<file path="config.mk">
export PLATFORM = sky130hd
export DESIGN_NAME = mem_stage_ctrl_flat
export DESIGN_NICKNAME = d
export VERILOG_FILES = /design/src/rtl/mem_stage_ctrl_if.sv /design/src/rtl/mem_stage_ctrl.sv /design/src/flat_wrapper.sv
export SDC_FILE = /design/constraint.sdc
export NUM_CORES = 1
export LEC_CHECK = 0
export ABC_CLOCK_PERIOD_IN_PS = 6650
export CAP_MARGIN = 20
export CORE_ASPECT_RATIO = 1.4
export CORE_UTILIZATION = 24
export CTS_CLUSTER_SIZE = 24
export DETAILED_ROUTE_END_ITERATION = 7
export GPL_ROUTABILITY_DRIVEN = 0
export GPL_TIMING_DRIVEN = 0
export RECOVER_POWER = 50
export SLEW_MARGIN = 10
export SYNTH_ARGS = -nofsm -noshare
export SYNTH_HDL_FRONTEND = slang
export SYNTH_SLANG_ARGS = --single-unit
</file>
<file path="constraint.sdc">
create_clock -name clk -period 6.65 [get_ports clk]
set_input_delay 1.6625 -clock clk [delete_from_list [all_inputs] [get_ports clk]]
set_output_delay 1.6625 -clock clk [all_outputs]
set_load 0.1 [all_outputs]
</file>
<file path="src/rtl/mem_stage_ctrl_if.sv">
// Data-memory bus between the MEM-stage controller (master) and data memory (slave).
interface mem_stage_ctrl_if;
  logic        dmem_req;
  logic        dmem_we;
  logic [31:0] dmem_addr;
  logic [31:0] dmem_wdata;
  logic [31:0] dmem_rdata;
  logic        dmem_ready;

  modport master (
    output dmem_req, dmem_we, dmem_addr, dmem_wdata,
    input  dmem_rdata, dmem_ready
  );

  modport slave (
    input  dmem_req, dmem_we, dmem_addr, dmem_wdata,
    output dmem_rdata, dmem_ready
  );
endinterface

</file>
<file path="src/rtl/mem_stage_ctrl.sv">
// MEM-stage controller: wait-stated load/store with timeout, branch resolution
// with flush/redirect, and the registered write-back payload toward MEM/WB.
module mem_stage_ctrl #(
  parameter int unsigned TIMEOUT  = 16,
  parameter logic [31:0] ERR_DATA = 32'hDEADBEEF
) (
  input  logic        clk,
  input  logic        rst_n,
  input  logic [31:0] PC_in,
  input  logic [31:0] PC_plus_X_in,
  input  logic [31:0] ALU_result_in,
  input  logic        zero_in,
  input  logic [31:0] read_data2_in,
  input  logic [4:0]  rd_in,
  input  logic        branch_in,
  input  logic        jump_in,
  input  logic        memRead_in,
  input  logic        memWrite_in,
  input  logic        memToReg_in,
  input  logic        regWrite_in,
  input  logic        prediction_in,
  mem_stage_ctrl_if.master dmem,
  output logic        stall,
  output logic        flush,
  output logic [31:0] redirect_pc,
  output logic [31:0] wb_result,
  output logic [4:0]  wb_rd,
  output logic        wb_regWrite,
  output logic        mem_err
);

  typedef enum logic {IDLE, ACCESS} state_t;

  localparam logic [7:0] TO = 8'(TIMEOUT);

  state_t      state_q, state_d;
  logic [7:0]  cnt_q, cnt_d;
  logic        flush_q, flush_d;
  logic [31:0] redirect_pc_q, redirect_pc_d;
  logic [31:0] wb_result_q, wb_result_d;
  logic [4:0]  wb_rd_q, wb_rd_d;
  logic        wb_regWrite_q, wb_regWrite_d;
  logic        mem_err_q, mem_err_d;

  logic        mem_op, misalign, req, stall_c, complete, err;
  logic        taken, mispredict;
  logic [31:0] pc_plus4;

  always_comb begin
    state_d       = state_q;
    cnt_d         = cnt_q;
    req           = 1'b0;
    stall_c       = 1'b0;
    complete      = 1'b0;
    err           = 1'b0;
    mem_op        = memRead_in | memWrite_in;
    misalign      = ALU_result_in[1:0] != 2'b00;
    pc_plus4      = PC_in + 32'd4;
    taken         = jump_in | (branch_in & zero_in);
    mispredict    = (branch_in | jump_in) & (taken != prediction_in);

    unique case (state_q)
      IDLE: begin
        if (mem_op && !misalign) begin
          req = 1'b1;
          if (dmem.dmem_ready) begin
            complete = 1'b1;
          end else begin
            stall_c = 1'b1;
            state_d = ACCESS;
            cnt_d   = 8'd1;
          end
        end else begin
          complete = 1'b1;
          err      = mem_op;
        end
      end
      ACCESS: begin
        // Ready wins over the timeout in the final allowed cycle.
        req = 1'b1;
        if (dmem.dmem_ready) begin
          complete = 1'b1;
          state_d  = IDLE;
          cnt_d    = '0;
        end else if (cnt_q == TO) begin
          complete = 1'b1;
          err      = 1'b1;
          state_d  = IDLE;
          cnt_d    = '0;
        end else begin
          stall_c = 1'b1;
          cnt_d   = cnt_q + 8'd1;
        end
      end
      default: begin
        state_d = IDLE;
        cnt_d   = '0;
      end
    endcase

    wb_result_d   = wb_result_q;
    wb_rd_d       = wb_rd_q;
    wb_regWrite_d = 1'b0;
    redirect_pc_d = redirect_pc_q;
    flush_d       = 1'b0;
    mem_err_d     = 1'b0;

    if (complete) begin
      wb_rd_d       = rd_in;
      wb_regWrite_d = regWrite_in & ~err;
      mem_err_d     = err;
      if (err && memRead_in)
        wb_result_d = ERR_DATA;
      else if (memToReg_in)
        wb_result_d = dmem.dmem_rdata;
      else if (jump_in)
        wb_result_d = pc_plus4;
      else
        wb_result_d = ALU_result_in;
      if (mispredict) begin
        flush_d       = 1'b1;
        redirect_pc_d = taken ? PC_plus_X_in : pc_plus4;
      end
    end
  end

  // Gated with rst_n so a request in flight is withdrawn the instant reset asserts.
  assign dmem.dmem_req   = req & rst_n;
  assign dmem.dmem_we    = req & rst_n & memWrite_in;
  assign dmem.dmem_addr  = ALU_result_in;
  assign dmem.dmem_wdata = read_data2_in;
  assign stall           = stall_c & rst_n;

  always_ff @(posedge clk or negedge rst_n) begin
    if (!rst_n) begin
      state_q       <= IDLE;
      cnt_q         <= '0;
      flush_q       <= 1'b0;
      redirect_pc_q <= '0;
      wb_result_q   <= '0;
      wb_rd_q       <= '0;
      wb_regWrite_q <= 1'b0;
      mem_err_q     <= 1'b0;
    end else begin
      state_q       <= state_d;
      cnt_q         <= cnt_d;
      flush_q       <= flush_d;
      redirect_pc_q <= redirect_pc_d;
      wb_result_q   <= wb_result_d;
      wb_rd_q       <= wb_rd_d;
      wb_regWrite_q <= wb_regWrite_d;
      mem_err_q     <= mem_err_d;
    end
  end

  assign flush       = flush_q;
  assign redirect_pc = redirect_pc_q;
  assign wb_result   = wb_result_q;
  assign wb_rd       = wb_rd_q;
  assign wb_regWrite = wb_regWrite_q;
  assign mem_err     = mem_err_q;

endmodule
</file>
<file path="src/flat_wrapper.sv">
// flat-port wrapper written by rule: the top's interface ports become plain ports
module mem_stage_ctrl_flat 
#(
  parameter int unsigned TIMEOUT  = 16,
  parameter logic [31:0] ERR_DATA = 32'hDEADBEEF
)
  (clk, rst_n, PC_in, PC_plus_X_in, ALU_result_in, zero_in, read_data2_in, rd_in, branch_in, jump_in, memRead_in, memWrite_in, memToReg_in, regWrite_in, prediction_in, stall, flush, redirect_pc, wb_result, wb_rd, wb_regWrite, mem_err, dmem_dmem_req, dmem_dmem_we, dmem_dmem_addr, dmem_dmem_wdata, dmem_dmem_rdata, dmem_dmem_ready);
  mem_stage_ctrl_if dmem_i ();
  input  logic clk;
  input  logic rst_n;
  input  logic [31:0] PC_in;
  input  logic [31:0] PC_plus_X_in;
  input  logic [31:0] ALU_result_in;
  input  logic zero_in;
  input  logic [31:0] read_data2_in;
  input  logic [4:0] rd_in;
  input  logic branch_in;
  input  logic jump_in;
  input  logic memRead_in;
  input  logic memWrite_in;
  input  logic memToReg_in;
  input  logic regWrite_in;
  input  logic prediction_in;
  output logic stall;
  output logic flush;
  output logic [31:0] redirect_pc;
  output logic [31:0] wb_result;
  output logic [4:0] wb_rd;
  output logic wb_regWrite;
  output logic mem_err;
  output wire logic [$bits(dmem_i.dmem_req)-1:0] dmem_dmem_req;
  output wire logic [$bits(dmem_i.dmem_we)-1:0] dmem_dmem_we;
  output wire logic [$bits(dmem_i.dmem_addr)-1:0] dmem_dmem_addr;
  output wire logic [$bits(dmem_i.dmem_wdata)-1:0] dmem_dmem_wdata;
  input wire logic [$bits(dmem_i.dmem_rdata)-1:0] dmem_dmem_rdata;
  input wire logic [$bits(dmem_i.dmem_ready)-1:0] dmem_dmem_ready;
  assign dmem_dmem_req = dmem_i.dmem_req;
  assign dmem_dmem_we = dmem_i.dmem_we;
  assign dmem_dmem_addr = dmem_i.dmem_addr;
  assign dmem_dmem_wdata = dmem_i.dmem_wdata;
  assign dmem_i.dmem_rdata = dmem_dmem_rdata;
  assign dmem_i.dmem_ready = dmem_dmem_ready;
  mem_stage_ctrl #(.TIMEOUT(TIMEOUT), .ERR_DATA(ERR_DATA)) u_core (.clk(clk), .rst_n(rst_n), .PC_in(PC_in), .PC_plus_X_in(PC_plus_X_in), .ALU_result_in(ALU_result_in), .zero_in(zero_in), .read_data2_in(read_data2_in), .rd_in(rd_in), .branch_in(branch_in), .jump_in(jump_in), .memRead_in(memRead_in), .memWrite_in(memWrite_in), .memToReg_in(memToReg_in), .regWrite_in(regWrite_in), .prediction_in(prediction_in), .dmem(dmem_i), .stall(stall), .flush(flush), .redirect_pc(redirect_pc), .wb_result(wb_result), .wb_rd(wb_rd), .wb_regWrite(wb_regWrite), .mem_err(mem_err));
endmodule
</file>
==> results of run 1 <==
[metrics by stage]
stage | cell area (um2) | hold WS, ps
after floorplan | 5340 | 499
after global placement | 8510 | 453
after detailed placement | 8550 | 455
after CTS | 8840 | 470
after global routing | 8840 | 486
final | 8840 | 460
[sequential cells by signal, summed over array words and instances, names as in the netlist]
signal              count
u_core.wb_rd            5
u_core.state_q          1
u_core.wb_regWrite      1
u_core.flush            1
u_core.redirect_pc     32
u_core.mem_err          1
u_core.cnt_q            8
u_core.wb_result       32
[per-layer routing]
metal  GRT usage [%]  wire length, um  vias to the layer above  share of wire, %
met4            6.62              478                        2               1.9
met1            25.1            10000                     2862                41
met3            3.81             1540                       30               6.3
met5               0               13                        -             0.053
met2            38.7            12600                      276                51
li1                -                -                     2811                 -
[critical path, stage by stage]
cell and delay (ps):
dlygate4sd3_1 590, or2_2 160, a21oi_1 130, or3_1 370, buf_4 170, inv_2 110
buf_6 180, and2_1 130, clkdlybuf4s50_1 1140
[power groups by stage]
stage          logic [mW]  clock network [mW]  registers, mW
2_1_floorplan       0.354                   0           1.12
3_3_place_gp         1.23                   0          0.618
3_5_place_dp         1.24                   0          0.619
4_1_cts              1.24               0.510          0.611
5_1_grt              1.26               0.526          0.617
6_report             1.21               0.498          0.608
[worst min path at each step]
stage               slack (ps)  cells past startpoint       startpoint         endpoint
global placement           450                      2  u_core.wb_rd[3]  u_core.wb_rd[3]
global route               490                      2  u_core.wb_rd[1]  u_core.wb_rd[1]
floorplan                  500                      1   u_core.state_q  u_core.cnt_q[0]
detailed placement         460                      2  u_core.wb_rd[4]  u_core.wb_rd[4]
CTS                        470                      2  u_core.wb_rd[1]  u_core.wb_rd[1]
finish                     460                      2  u_core.wb_rd[1]  u_core.wb_rd[1]
[cell usage after synthesis (all sizes together) (3+ instances only)]
master,instances
o22ai,9
o21ai,36
a21o,3
nor3,24
nand2,83
or2,4
dfrtp,81
and3,6
o32ai,3
or3,4
nor2b,3
a221oi,6
o31ai,10
xor2,12
nor4,9
nor2,69
ha,3
a41oi,3
inv,12
a211oi,9
a211o,4
xnor2,11
mux2,3
o31a,3
nand3,17
a31oi,20
a21oi,29
mux2i,12
or4,4
clkbuf,19
buf,76
and4,4
nand4,8
[cell families after synthesis]
family          count (synthesis)  share of synthesized area (%)
compound gates                159                           19.9
xor+xnor                       23                           3.77
fa+ha+maj                       3                          0.703
buf+inv                       107                           12.6
flops                          81                           38.0
mux                            15                           2.88
simple gates                  245                           22.2
[layout make-up]
type,instances,area [um2]
Inverter,12,45.0
Multi-Input combinational cell,445,2650
Sequential cell,81,2030
Clock inverter,5,38.8
Buffer,95,624
Clock buffer,11,253
Tap cell,297,372
Fill cell,2241,13000
Timing Repair Buffer,282,2840
==> impl_metrics.ini, run 1 <==
[status]
status = completed

[critical_path]
critPathCapture = stall
r2r-end = u_core.redirect_pc[23]
r2r_setup_slack_ps = 3830
r2r_start = u_core.cnt_q[0]
required_ps = 4990
critical_path_arrival_ps = 4650
start_kind = primary input
rr_worst_depth = 8
cp-end-kind = output pin
worstSetupPathType = in -> out
cp-startpoint = memRead_in
crit_fanout = 10

[synth]
synth_top_area_share_pct = 38.0
yosys-top-cells-area = dfrtp_1 38%, buf_4 9.3%, nand2_1 5.8%
ys_seq_area_share_pct = 38.0
ys_ff_latch = 81
synth_flop_cell = dfrtp_1
synth_async_sr_flop_share_pct = 100
yosysTopAreaCell = dfrtp_1
synth_cells = 633
synth_edf_count = 0
yosys_warnings = 0
synth_area_um2 = 5340
syn-num-nets = 812
synth.avg_cell_area_um2 = 8.43
synth.distinct_cells = 71

[die]
num_io_pins = 315
initial_core_util_pct = 24.4
core_area_um2 = 21900
die_height_um = 178
die_x_um = 128
rows = 64
die-area_um2 = 22800

[timing]
setup_violations = 0
rsz0062_at_grt = no
tns_ps = 0
slew_viol_final = 0
finClkSkew_ps = 7.47
slew_headroom_pct = 20.1
setup_slack_ps = 335
fmax_ghz = 0.158
post-route-period-util_pct = 95.0
worst_pin_slew_ps = 1200
hold_violations = 0
finalCriticalPeriod_ps = 6310

[routing]
wirelength_um = 24600
drt_iter0_markers = 411
vias = 5981
drtAntennaViolNets = 0
via_per_inst = 4.87
first_pass_iters = 4
drc_errors = 0
wl_per_cell_um = 20.1

[clock_network]
h-tree-depth = 3
post_cts_buffers = 0
clock-sinks = 81
cts_root_buf = clkbuf_16
clk_pin_slew_worst_paths_ps = 60
clkLatencyLatePin_ps = 340
ctsResizeCount = 0
cts_buffer_depth = 2
holdBufCountCts = 0
cts_buffers = 9
cts_tree = done

[cells_and_area]
layout_commonest_cell = clkdlybuf4s50_1
final_cell_mix = 220 x clkdlybuf4s50_1, 82 x nand2_1, 81 x dfrtp_1
antenna_cells = 0
finalNonFillerCells = 1228
fin_nets = 1105
area_delta_synth_final_pct = 65.6
final_util_pct = 40.4
layout-drive-gt1-share_pct = 12.2

[placement]
io_buffers = 280
place_ws_ps = 394
dp.cells = 1212
dp_hpwl_um = 20100

[grt]
grt_pass1_wl_um = 35700
antenna_found_initial = 1
gr-total-overflow = 0
grt.total_usage_pct = 21.3
grt_max_degree = 44
grt_pass1_vias = 5766

[power]
vdd_ir_drop_max_mv = 0.160
p_clk_share_pct = 21.5
powerDensity_nw_per_um2 = 262
power_frac_seq_pct = 26.2
p_sw_share_pct = 50.4
power.leakage_nw = 3.55
p_switching_mw = 1.17
combPwrFrac_pct = 52.3
p_total_mw = 2.32
intPower_mw = 1.15

[worst_hold_path]
hold_path.class = reg -> reg

[job]
drv_cap = 0
Power figures use the tool's default switching activity.
==> inputs of run 2 (changes only) <==
- ABC_AREA: not set -> 1
- SLEW_MARGIN: 10 -> 20
==> run 2 against run 1 <==
  * Power grew 4.2%
  * First-iteration DRC count shrank 26%
  * Non-clock buffer count grew 1
  * Critical path depth shrank 1
  * Clock power shrank 2%
  * Maximum frequency is essentially flat
  * Count of clock-buffer cells in the layout shrank 2
  * Flip-flop and latch count is the same
==> impl_metrics.ini, run 2 <==
[critical_path]
required_ps = 4990
crit_fanout = 10
worstSetupPathType = in -> out
cp-end-kind = output pin
start_kind = primary input
critical_path_arrival_ps = 4650

[grt]
gr-total-overflow = 0
grt_max_degree = 49
grt_pass1_wl_um = 35800
antenna_found_initial = 1
grt_pass1_vias = 6281
grt.total_usage_pct = 19.7

[timing]
hold_violations = 0
fmax_ghz = 0.158
slew_headroom_pct = 31.5
slew_viol_final = 0
setup_slack_ps = 334
post-route-period-util_pct = 95.0
finClkSkew_ps = 7.01
finalCriticalPeriod_ps = 6320
hold_slack_ps = 472
setup_violations = 0
rsz0062_at_grt = no
worst_pin_slew_ps = 1020

[placement]
place_ws_ps = 392
io_buffers = 281
dp_hpwl_um = 19600

[clock_network]
cts_root_buf = clkbuf_16
ctsResizeCount = 0
clkLatencyLatePin_ps = 350
cts_buffers = 9
holdBufCountCts = 0
clock-sinks = 81
cts_tree = done
post_cts_buffers = 0
clk_pin_slew_worst_paths_ps = 70
cts_buffer_depth = 2
h-tree-depth = 3

[cells_and_area]
layout-drive-gt1-share_pct = 8.95
fin_nets = 1302
final_cell_mix = 289 x nand2_1, 267 x clkdlybuf4s50_1, 125 x nor2_1
final_util_pct = 39.8
area_delta_synth_final_pct = 61.3
layout_commonest_cell = nand2_1
nFillCells = 2458

[routing]
vias = 6354
via_per_inst = 4.44
wirelength_um = 23800
first_pass_iters = 5
wl_per_cell_um = 16.6
drc_errors = 0
drt_iter0_markers = 303
drtAntennaViolNets = 0

[synth]
synth.distinct_cells = 34
synth.avg_cell_area_um2 = 6.77
synth_top_cells_by_count = 288 x nand2_1, 125 x nor2_1, 81 x dfrtp_1
synth_async_sr_flop_share_pct = 100
synth_flop_cell = dfrtp_1
yosys-top-cells-area = dfrtp_1 36%, nand2_1 19%, buf_4 9.1%
ys_ff_latch = 81
ys_seq_area_share_pct = 36.1
syn-num-nets = 1009
yosysMostFrequentCell = nand2_1
synth_top_area_share_pct = 36.1
yosys_warnings = 0
synth_edf_count = 0
synth_cells = 830
synth_area_um2 = 5620
yosysTopAreaCell = dfrtp_1

[job]
drv_cap = 0

[worst_hold_path]
hold_path.class = reg -> reg

[power]
powerDensity_nw_per_um2 = 267
p_total_mw = 2.41
vdd_ir_drop_max_mv = 0.190
power.leakage_nw = 4.10

[die]
num_io_pins = 315
initial_core_util_pct = 24.7
rows = 65
die-area_um2 = 24000
core_area_um2 = 22800
die_x_um = 131
die_height_um = 183

[status]
status = completed
==> run 2: cell count changes after synthesis, moves of 8 or more <==
cell / change
nand3_1: +38
a211oi_1: -8
inv_1: +34
nor3_1: -21
nand3b_1: +8
nand2_1: +206
o22ai_1: -8
nor4_1: -9
a31oi_1: -20
o211ai_1: +23
nor2_1: +57
mux2i_1: -10
o31ai_1: -10
==> run 2: kinds of logic (layout without fill, tap and decap cells) <==
family                     count (synthesis)  count (layout)  synth area share, %
and+or+nand+nor                          490             490                 35.3
buffers and inverters                    143             441                 15.1
AOI/OAI and AO/OA                        100             100                 10.8
DFF                                       81              81                 36.1
xor gates and xnor gates                  11              11                 1.72
adders and majority gates                  3               3                0.669
muxes                                      2               2                0.357
other                                      0               1                    0
==> run 2: area by class of cell <==
cell class              instances  area, um2  share of cell area [%]
repair buffers                282       2840                    31.4
multi-input cells             606       2740                    30.2
flip-flops and latches         81       2030                    22.4
plain buffers                  96        617                    6.81
well taps                     301        377                    4.16
clock buffers                   9        225                    2.49
inverters                      47        179                    1.98
clock inverters                 7       52.6                   0.580
diodes                          1       2.50                  0.0276
==> run 2: metrics by stage <==
step	area [um2]	setup TNS, ps	cells
2_1_floorplan	5620	0	830
3_3_place_gp	8800	-5670	1412
3_5_place_dp	8830	0	1413
4_1_cts	9110	0	1429
5_1_grt	9060	0	1430
6_report	9060	0	1430
==> run 2: critical path, cell delays in order <==
cell and delay, ps:
dlygate4sd3_1 580, nor2_1 320, a21oi_1 190, nor2_1 280, o21ai_4 170, buf_2 220
nor2_1 100, clkdlybuf4s50_1 1130
==> run 2: power breakdown <==
| group | internal [mW] | switching, mW | leakage, nW | total, mW |
|---|---|---|---|---|
| Clock | 0.257 | 0.232 | 0.137 | 0.489 |
| Sequential | 0.573 | 0.0469 | 0.971 | 0.620 |
| Combinational | 0.333 | 0.972 | 2.99 | 1.31 |
| Total | 1.16 | 1.25 | 4.10 | 2.41 |
==> run 2: routing by layer <==
metal | vias to the layer above | track usage, % | share of wire (%)
li1 | 3177 | - | -
met1 | 2899 | 21.8 | 40
met2 | 249 | 36.9 | 52
met3 | 29 | 3.92 | 5.5
met4 | 0 | 7.81 | 2.6
met5 | - | 0 | 0
==> run 2: path summary, 6_finish.rpt <==
check	from	endpoint	slack, ps	cells past startpoint
worst max-delay path	ALU_result_in[0]	stall	330	8
worst min-delay path	u_core.wb_rd[3]	u_core.wb_rd[3]	470	2
worst max register to register	u_core.cnt_q[0]	u_core.wb_result[0]	4120	10
worst min register to register	u_core.wb_rd[3]	u_core.wb_rd[3]	470	2
max in group asynchronous	rst_n	u_core.cnt_q[7]	4860	2
min in group asynchronous	rst_n	u_core.flush	1190	1
==> inputs of run 3 (changes only) <==
- CTS_BUF_LIST: not set -> sky130_fd_sc_hd__clkbuf_16
- MAX_ROUTING_LAYER: not set -> met4
==> run 3 against run 2 <==
  * Combinational power hardly changed
  * Maximum frequency is 0.12% lower
  * Clock skew hardly changed
  * Power hardly changed
  * Critical path type unchanged
  * Critical endpoint unchanged
==> impl_metrics.ini, run 3 (synthesis results as in run 2) <==
[status]
status = completed

[job]
drv_cap = 0

[clock_network]
cts_root_buf = clkbuf_16
cts_buffer_depth = 2
cts_tree = done
post_cts_buffers = 0
clk_pin_slew_worst_paths_ps = 70
cts_buffers = 9
clkLatencyLatePin_ps = 350
clock-sinks = 81
holdBufCountCts = 0
ctsResizeCount = 0
h-tree-depth = 3

[grt]
grt_pass1_wl_um = 35800
gr-total-overflow = 0
grt_pass1_vias = 6286
grt_max_degree = 49
antenna_found_initial = 1
grt.total_usage_pct = 20.3

[die]
num_io_pins = 315
die-area_um2 = 24000
initial_core_util_pct = 24.7
die_height_um = 183
rows = 65
core_area_um2 = 22800
die_x_um = 131

[critical_path]
path_buf_inv = 3
required_ps = 4990
start_kind = primary input
crit_fanout = 10
cpPeakStageDelay_ps = 1130
critPathSlowestCell = clkdlybuf4s50_1
cp-end-kind = output pin
worstSetupPathType = in -> out
path_cells = dlygate4sd3_1 > nor2_1 > a21oi_1 > nor2_1 > o21ai_4 > buf_2 > nor2_1 > clkdlybuf4s50_1
critPathMostFrequentCell = nor2_1
critical_path_arrival_ps = 4660
path_delay_family = buffers and inverters

[cells_and_area]
area_delta_synth_final_pct = 61.3
layout-drive-gt1-share_pct = 8.95
finalNonFillerCells = 1430
layout_commonest_cell = nand2_1
final_cell_mix = 289 x nand2_1, 267 x clkdlybuf4s50_1, 125 x nor2_1
final_util_pct = 39.8
fin_nets = 1302
nFillCells = 2458
final_area_um2 = 9060

[routing]
vias = 6368
wl_per_cell_um = 16.7
wirelength_um = 23800
drc_errors = 0
drt_iter0_markers = 277
drtAntennaViolNets = 0
first_pass_iters = 5
via_per_inst = 4.45

[placement]
place_area_um2 = 8830
place_ws_ps = 392
dp_hpwl_um = 19600
io_buffers = 281
dp.cells = 1413

[timing]
fmax_ghz = 0.158
slew_viol_final = 0
rsz0062_at_grt = no
setup_violations = 0
worst_pin_slew_ps = 1030
slew_headroom_pct = 31.4
finalCriticalPeriod_ps = 6320
tns_ps = 0
setup_slack_ps = 327
hold_slack_ps = 472
finClkSkew_ps = 7.43
hold_violations = 0
post-route-period-util_pct = 95.1

[worst_hold_path]
hold_path.class = reg -> reg

[power]
vdd_ir_drop_max_mv = 0.190
power.leakage_nw = 4.10
powerDensity_nw_per_um2 = 267
p_total_mw = 2.42
-- run 3: cell counts in the layout (fill, tap and decap cells not counted) --
No cell type changed its count.
-- run 3: worst paths after layout --
check	start	endpoint	slack (ps)	cells after the start
worst max-delay path	ALU_result_in[0]	stall	330	8
worst min-delay path	u_core.wb_rd[2]	u_core.wb_rd[2]	470	2
worst max register to register	u_core.cnt_q[0]	u_core.wb_result[0]	4120	10
worst min register to register	u_core.wb_rd[2]	u_core.wb_rd[2]	470	2
max in group asynchronous	rst_n	u_core.wb_rd[0]	4860	2
min in group asynchronous	rst_n	u_core.flush	1190	1
-- run 3: cell type report --
| type | instances | area, um2 | area share, % |
|---|---|---|---|
| repair buffers | 282 | 2840 | 31.4 |
| multi-input cells | 606 | 2740 | 30.2 |
| flip-flops and latches | 81 | 2030 | 22.4 |
| plain buffers | 96 | 617 | 6.81 |
| well taps | 301 | 377 | 4.16 |
| clock buffers | 9 | 225 | 2.49 |
| inverters | 47 | 179 | 1.98 |
| clock inverters | 7 | 52.6 | 0.580 |
| diodes | 1 | 2.50 | 0.0276 |
-- run 3: per-layer routing --
metal	share of wire [%]	GRT usage (%)
met5	0	-
met4	2.9	7.81
met3	4.7	3.12
met2	52	36.8
met1	41	22.3
-- run 3: worst reg2reg max path, stage by stage, from the launching register on --
cell	delay, ps
dfrtp_1	440
inv_1	80
ha_1	140
nand2_1	60
nor3_2	190
nand2_2	130
o21ai_4	280
nand2_1	120
inv_1	270
clkbuf_1	520
a21oi_1	140
-- run 3: power breakdown --
part	switching (mW)	internal, mW
sequential	0.0475	0.573
clock	0.233	0.257
combinational	0.972	0.333
